<file path="src/rtl/fetch_ctrl.sv">
// Instruction fetch controller: PC register, same-cycle ROM read, 2-entry
// {pc, instr} buffer towards decode, redirect handling and a sticky fault state.
module fetch_ctrl #(
  parameter int          MEM_WORDS = 128,
  parameter logic [31:0] RESET_PC  = 32'h0000_0000
) (
  input  logic        i_clk,
  input  logic        i_rst_n,
  input  logic        i_en,
  input  logic        i_redirect,
  input  logic [31:0] i_redirect_pc,
  output logic [31:0] o_imem_addr,
  input  logic [31:0] i_imem_instr,
  output logic        o_if_valid,
  input  logic        i_id_ready,
  output logic [31:0] o_if_pc,
  output logic [31:0] o_if_instr,
  output logic        o_fault,
  output logic        o_dbg_state
);

  // Decode handshake: an entry transfers on a cycle where o_if_valid and
  // i_id_ready are both high; o_if_* hold steady while valid waits on ready.

  typedef enum logic {
    S_RUN   = 1'b0,
    S_FAULT = 1'b1
  } state_t;

  localparam logic [32:0] PC_LIMIT = 33'(MEM_WORDS) << 2;

  state_t      state_q;
  logic        fault_q;
  logic [31:0] pc_q;
  logic [1:0]  count_q, count_d;
  logic [31:0] e0_pc_q, e0_instr_q;
  logic [31:0] e1_pc_q, e1_instr_q;

  logic in_range, redirect_take, redirect_bad, range_fault, pop, push;

  always_comb begin
    in_range      = ({1'b0, pc_q} < PC_LIMIT);
    redirect_take = i_redirect && (state_q == S_RUN);
    redirect_bad  = |i_redirect_pc[1:0];
    range_fault   = (state_q == S_RUN) && !in_range;
    pop           = o_if_valid && i_id_ready;
    push          = (state_q == S_RUN) && i_en && in_range &&
                    ((count_q != 2'd2) || pop);
    count_d       = count_q;
    case ({push, pop})
      2'b10:   count_d = count_q + 2'd1;
      2'b01:   count_d = count_q - 2'd1;
      default: count_d = count_q;
    endcase
  end

  always_ff @(posedge i_clk) begin
    if (!i_rst_n) begin
      state_q    <= S_RUN;
      fault_q    <= 1'b0;
      pc_q       <= RESET_PC;
      count_q    <= 2'd0;
      e0_pc_q    <= 32'd0;
      e0_instr_q <= 32'd0;
      e1_pc_q    <= 32'd0;
      e1_instr_q <= 32'd0;
    end else if (redirect_take) begin
      // Redirect wins over push and pop; a misaligned target faults with PC held.
      count_q <= 2'd0;
      if (redirect_bad) begin
        state_q <= S_FAULT;
        fault_q <= 1'b1;
      end else begin
        pc_q <= i_redirect_pc;
      end
    end else begin
      if (range_fault) begin
        state_q <= S_FAULT;
        fault_q <= 1'b1;
      end
      if (push) pc_q <= pc_q + 32'd4;
      count_q <= count_d;
      if (pop) begin
        e0_pc_q    <= e1_pc_q;
        e0_instr_q <= e1_instr_q;
      end
      // The push lands in the first slot that is free after this cycle's pop.
      if (push) begin
        if ((count_q == 2'd0) || ((count_q == 2'd1) && pop)) begin
          e0_pc_q    <= pc_q;
          e0_instr_q <= i_imem_instr;
        end else begin
          e1_pc_q    <= pc_q;
          e1_instr_q <= i_imem_instr;
        end
      end
    end
  end

  assign o_imem_addr = pc_q;
  assign o_if_valid  = (count_q != 2'd0);
  assign o_if_pc     = o_if_valid ? e0_pc_q : 32'd0;
  assign o_if_instr  = o_if_valid ? e0_instr_q : 32'd0;
  assign o_fault     = fault_q;
  assign o_dbg_state = (state_q == S_FAULT);

endmodule

</file>
<file path="config.mk">
export PLATFORM = sky130hd
export DESIGN_NAME = fetch_ctrl
export DESIGN_NICKNAME = d
export VERILOG_FILES = /design/src/rtl/fetch_ctrl.sv
export SDC_FILE = /design/constraint.sdc
export NUM_CORES = 1
export LEC_CHECK = 0
export ABC_AREA = 0
export CORE_UTILIZATION = 50
export DETAILED_ROUTE_END_ITERATION = 16
export GPL_TIMING_DRIVEN = 0
export PLACE_DENSITY = 0.92
export SYNTH_ARGS = -nofsm -noshare
export SYNTH_HDL_FRONTEND = slang
export SYNTH_SLANG_ARGS = --single-unit
</file>
<file path="constraint.sdc">
create_clock -name i_clk -period 4.42 [get_ports i_clk]
set_input_delay 1.326 -clock i_clk [delete_from_list [all_inputs] [get_ports i_clk]]
set_output_delay 1.326 -clock i_clk [all_outputs]
set_load 0.05 [all_outputs]
</file>
After elaboration in Yosys (flattened, before gate mapping)
Cells that the tools add are included.
- flip-flop bits (word level): 163
- bits in latches: 0
- RAM bits: 0
- memory bits (read-only): 0
- input bits: 69
- output and inout port bits: 99
- word-level logic and storage cells: 56
- memories: 0
- $add $sub $neg: 3
- multiply operators: 0
- div/mod/pow operators: 0
- magnitude comparators: 1
- equal/unequal tests: 6
- shift-type cells: 0
- muxes and demuxes: 15
- bitwise logic cells: 4
- reductions and logical operators: 20
- operators with widths (cell ; number):
    32-bit 2-to-1 mux ; 11
    32-bit by 3-bit adder with 32-bit output, second input constant ; 1
    32-bit by 10-bit less-than comparator with 1-bit output, second input constant ; 1
    2-bit nonzero test ; 4
    1-bit logical AND ; 7
    2-bit by 1-bit equality test with 1-bit output, second input constant ; 2
    2-bit inequality test, second input constant ; 2
    1-bit inverter ; 4
    2-bit case mux with 2 select lines ; 1
    2-bit AND reduction ; 2
    2-bit OR reduction ; 2
    1-bit 2-to-1 mux ; 3
    3-bit AND reduction ; 1
    2-bit by 1-bit adder with 2-bit output, second input constant ; 1
    2-bit equality test, second input constant ; 1
    2-bit logical NOT ; 1
    1-bit logical OR ; 2
    2-bit by 1-bit inequality test with 1-bit output, second input constant ; 1
    2-bit by 1-bit subtractor with 2-bit output, second input constant ; 1
    1-bit logical NOT ; 1

Logic depth before layout (Yosys ltp)
- depth after elaboration: 6
- mapped depth: 9
- mapped depth without buffers: 7

Least setup slack after synthesis
OpenSTA, ideal clock, no wires.
- kind: register to output
- start: register count_q[0]
- end: output port o_if_instr[0]
- data arrival time: 1.787 ns
- data required time: 3.094 ns
- setup slack: 1.307 ns
- stages on the path, launching flop included: 6
- buffers on the path: 2
- cells stage by stage: dfxtp_1 > inv_1 > ha_1 > clkbuf_1 > clkbuf_1 > nor2b_1
- word-level cells in the longest chain between the ends: 2
- RTL lines (what ; line ; text):
    from (decl) ; 35 ; logic [1:0] count_q, count_d;
    from (signal assigned) ; 82 ; count_q <= count_d;
    2-bit nonzero test ; 101 ; assign o_if_valid = (count_q != 2'd0);
    32-bit 2-to-1 mux ; 103 ; assign o_if_instr = o_if_valid ? e0_instr_q : 32'd0;
    to (decl) ; 17 ; output logic [31:0] o_if_instr,
No other way between the ends.

Worst setup path in the final report
- start: register count_q[0]
- end: output port o_if_pc[7]
- word-level cells in the longest chain between the ends: 2
- RTL lines (what ; line ; text):
    2-bit nonzero test ; 101 ;
    32-bit 2-to-1 mux ; 102 ; assign o_if_pc = o_if_valid ? e0_pc_q : 32'd0;
    to (decl) ; 16 ; output logic [31:0] o_if_pc,
No other way between the ends.

==> results.json <==
{
  "grt_start_max_net_pins": 17,
  "cts_tree": "done",
  "clockRootBuffer": "clkbuf_16",
  "critical_path_required_ns": 3.09,
  "fin_ws_ns": 0.236,
  "critPathCaptureType": "output port",
  "yosys_warnings": 0,
  "fin_crit_sh_pct": 94.7,
  "critical_path.n_buffers_inverters": 4,
  "hold_class": "register to register",
  "clock.fmax_mhz": 239,
  "avgSynthCellArea_sq_um": 9.35,
  "overflow": 0,
  "insertion_delay_ns": 0.43,
  "clock_path_buffers": 2,
  "synth_seq_area_share_pct": 46.2,
  "wl_um": 21200,
  "swShare_pct": 31.5,
  "worstSetupStartpointType": "register",
  "path_clk_slew_ns": 0.06,
  "layout-drive-gt1-share_pct": 6.09,
  "drcViolationCount": 0,
  "synth.net_count": 828,
  "ys_seq_elements": 163,
  "power.leakage_uw": 0.00325,
  "hold-worst-slack_ns": 0.455,
  "gp_congestion": 0.916,
  "cap_viol_max_count": 0,
  "rows": 43,
  "syn_inst": 755,
  "design.die.area_sq_um": 14600,
  "synthArstFlopShare_pct": 0,
  "wl_met3_um": 1890,
  "ctsHtreeMaxLevel": 4,
  "grt_pass1_wl_um": 33200,
  "route.met2.wl_um": 9670,
  "synth_cell_types": 59,
  "p_clk_share_pct": 35.9,
  "p_switching_uw": 1200,
  "num_vias": 6959,
  "drv_slew": 0,
  "wl_per_cell_um": 18.8,
  "yosysTopAreaCell": "dfxtp_1",
  "tns_ns": 0,
  "ys_top_cells_by_area": "dfxtp_1, nor2b_1, a32oi_1, mux2i_1, a22oi_1",
  "internal_power_uw": 2610,
  "synthToLayoutAreaGrowth_pct": 34.5,
  "max_stage_delay_ns": 0.85,
  "netlist_area_sq_um": 7060,
  "relSlewSlack_pct": 35.9,
  "cts_setup_buffers": 0,
  "seq_power_share_pct": 42.0,
  "combPwrFrac_pct": 22.1,
  "die_w_um": 121,
  "grt_usage_pct": 29.1,
  "rsz0062_at_grt": "false",
  "worstPathArrival_ns": 2.86,
  "peakVddDrop_mv": 0.219,
  "setup_violations": 0,
  "pre_cts_ws_ns": 0.495,
  "clock_skew_ns": 0.00787,
  "final_nets": 1014,
  "io_pins": 168,
  "period_minus_slack_ns": 4.18,
  "first_pass_iters": 6,
  "antenna_found_initial": 0,
  "outcome": "finished, final reports clean",
  "synth-edff-count": 0,
  "via_per_inst": 6.15,
  "worst_slew_pin_slew_ns": 0.954,
  "hold_viol_final": 0,
  "hpwl_um": 14500,
  "critical_path.top_delay_family": "buffers and inverters",
  "io_buffers": 167,
  "yosysTopAreaCellShare_pct": 46.2,
  "yosysMostFrequentCell": "dfxtp_1",
  "cp_cell_sequence": "inv_1 -> ha_1 -> clkbuf_2 -> clkbuf_1 -> nor2b_1 -> clkdlybuf4s50_1",
  "cts_buffers": 17,
  "worstPathMaxFanout": 10,
  "postLayoutCellArea_sq_um": 9500,
  "start_util_pct": 51.1,
  "diodes": 0,
  "grt_pass1_vias": 6572,
  "powerDensity_nw_per_um2": 401,
  "ys.flop_type": "dfxtp_1",
  "slowest_stage": "clkdlybuf4s50_1",
  "die-height_um": 121,
  "topRoutingLayerUsed": "met4",
  "placed_area_sq_um": 8960,
  "synth_commonest_cells": "dfxtp_1, nor2b_1, clkbuf_1",
  "wl_met1_um": 9120,
  "core_area_sq_um": 13800,
  "ant_nets": 0,
  "crit_type": "register to output port",
  "clock-sinks": 163,
  "drtIter0Drc": 791
}
## worst paths after layout
kind	from	to	slack, ns	depth (start not counted)
worst max-delay path	count_q[0]	o_if_pc[7]	0.24	6
worst min-delay path	e1_pc_q[18]	e0_pc_q[18]	0.45	1
worst max register to register	count_q[0]	e0_instr_q[12]	1.52	8
worst min register to register	e1_pc_q[18]	e0_pc_q[18]	0.45	1
## registers in the layout (all words and copies together), names as in the netlist
| signal | flops |
|---|---|
| o_imem_addr | 32 |
| e0_pc_q | 32 |
| e1_instr_q | 32 |
| e1_pc_q | 32 |
| o_fault | 1 |
| count_q | 2 |
| e0_instr_q | 32 |
## cell usage in the layout, fill, tap and decap left out, types with 9 or more instances in the layout
cell type / synthesis / layout
dfxtp_1: 163 / 163
mux2i_1: 34 / 34
nand2_1: 34 / 34
nor2_1: 46 / 46
and3_1: 26 / 26
a22o_1: 23 / 23
a22oi_1: 42 / 42
o21ai_0: 43 / 43
clkbuf_16: 0 / 17
a21oi_1: 20 / 20
nor4_1: 9 / 9
nand3_1: 14 / 14
nor3_1: 21 / 21
and2_1: 11 / 11
clkbuf_1: 50 / 52
nor2b_1: 66 / 66
buf_2: 10 / 10
a32oi_1: 41 / 41
clkdlybuf4s50_1: 0 / 167
## cell families (layout without fill, tap and decap cells)
| kind of cell | Yosys count | in the layout | share of synthesized area, % |
|---|---|---|---|
| and+or+nand+nor | 258 | 258 | 20.6 |
| xor gates and xnor gates | 1 | 1 | 0.124 |
| buffers and inverters | 74 | 271 | 4.59 |
| adders and majority gates | 4 | 4 | 0.709 |
| AOI/OAI and AO/OA | 212 | 212 | 21.6 |
| DFF | 163 | 163 | 46.2 |
| muxes | 43 | 43 | 6.25 |
## metrics by stage
stage | total power [uW] | instances | utilization (%)
2_1_floorplan | 2150 | 755 | -
3_3_place_gp | 2430 | 1102 | 64.8
3_5_place_dp | 2450 | 1102 | 64.8
4_1_cts | 3790 | 1132 | 68.7
5_1_grt | 3940 | 1132 | 68.7
6_report | 3810 | 1132 | 68.7
## power groups by stage
stage / logic, uW / clock network (uW) / registers, uW
global route: 901 / 1430 / 1600
detailed placement: 822 / 0 / 1620
floorplan: 497 / 0 / 1650
CTS: 829 / 1370 / 1590
global placement: 807 / 0 / 1620
finish: 843 / 1370 / 1600
## layer usage
layer  global-route usage, %  vias to the layer above
met5                       0                        -
met4                    13.9                        0
met3                    5.94                       50
met2                    44.7                      434
met1                    38.9                     3287
li1                        -                     3188
## timing repair
item / 4_1_cts / 5_1_grt
hold buffers: 0 / 0
resized for setup: 0 / 2
setup endpoints to repair: 0 / 6
## final cells by class
type | instances | area [sq um]
Fill cell | 1035 | 4330
Multi-Input combinational cell | 518 | 3470
Sequential cell | 163 | 3260
Timing Repair Buffer | 167 | 1670
Clock buffer | 26 | 519
Buffer | 67 | 299
Tap cell | 180 | 225
Inverter | 7 | 26.3
Clock inverter | 4 | 22.5
(Power assumes the default switching activity.)
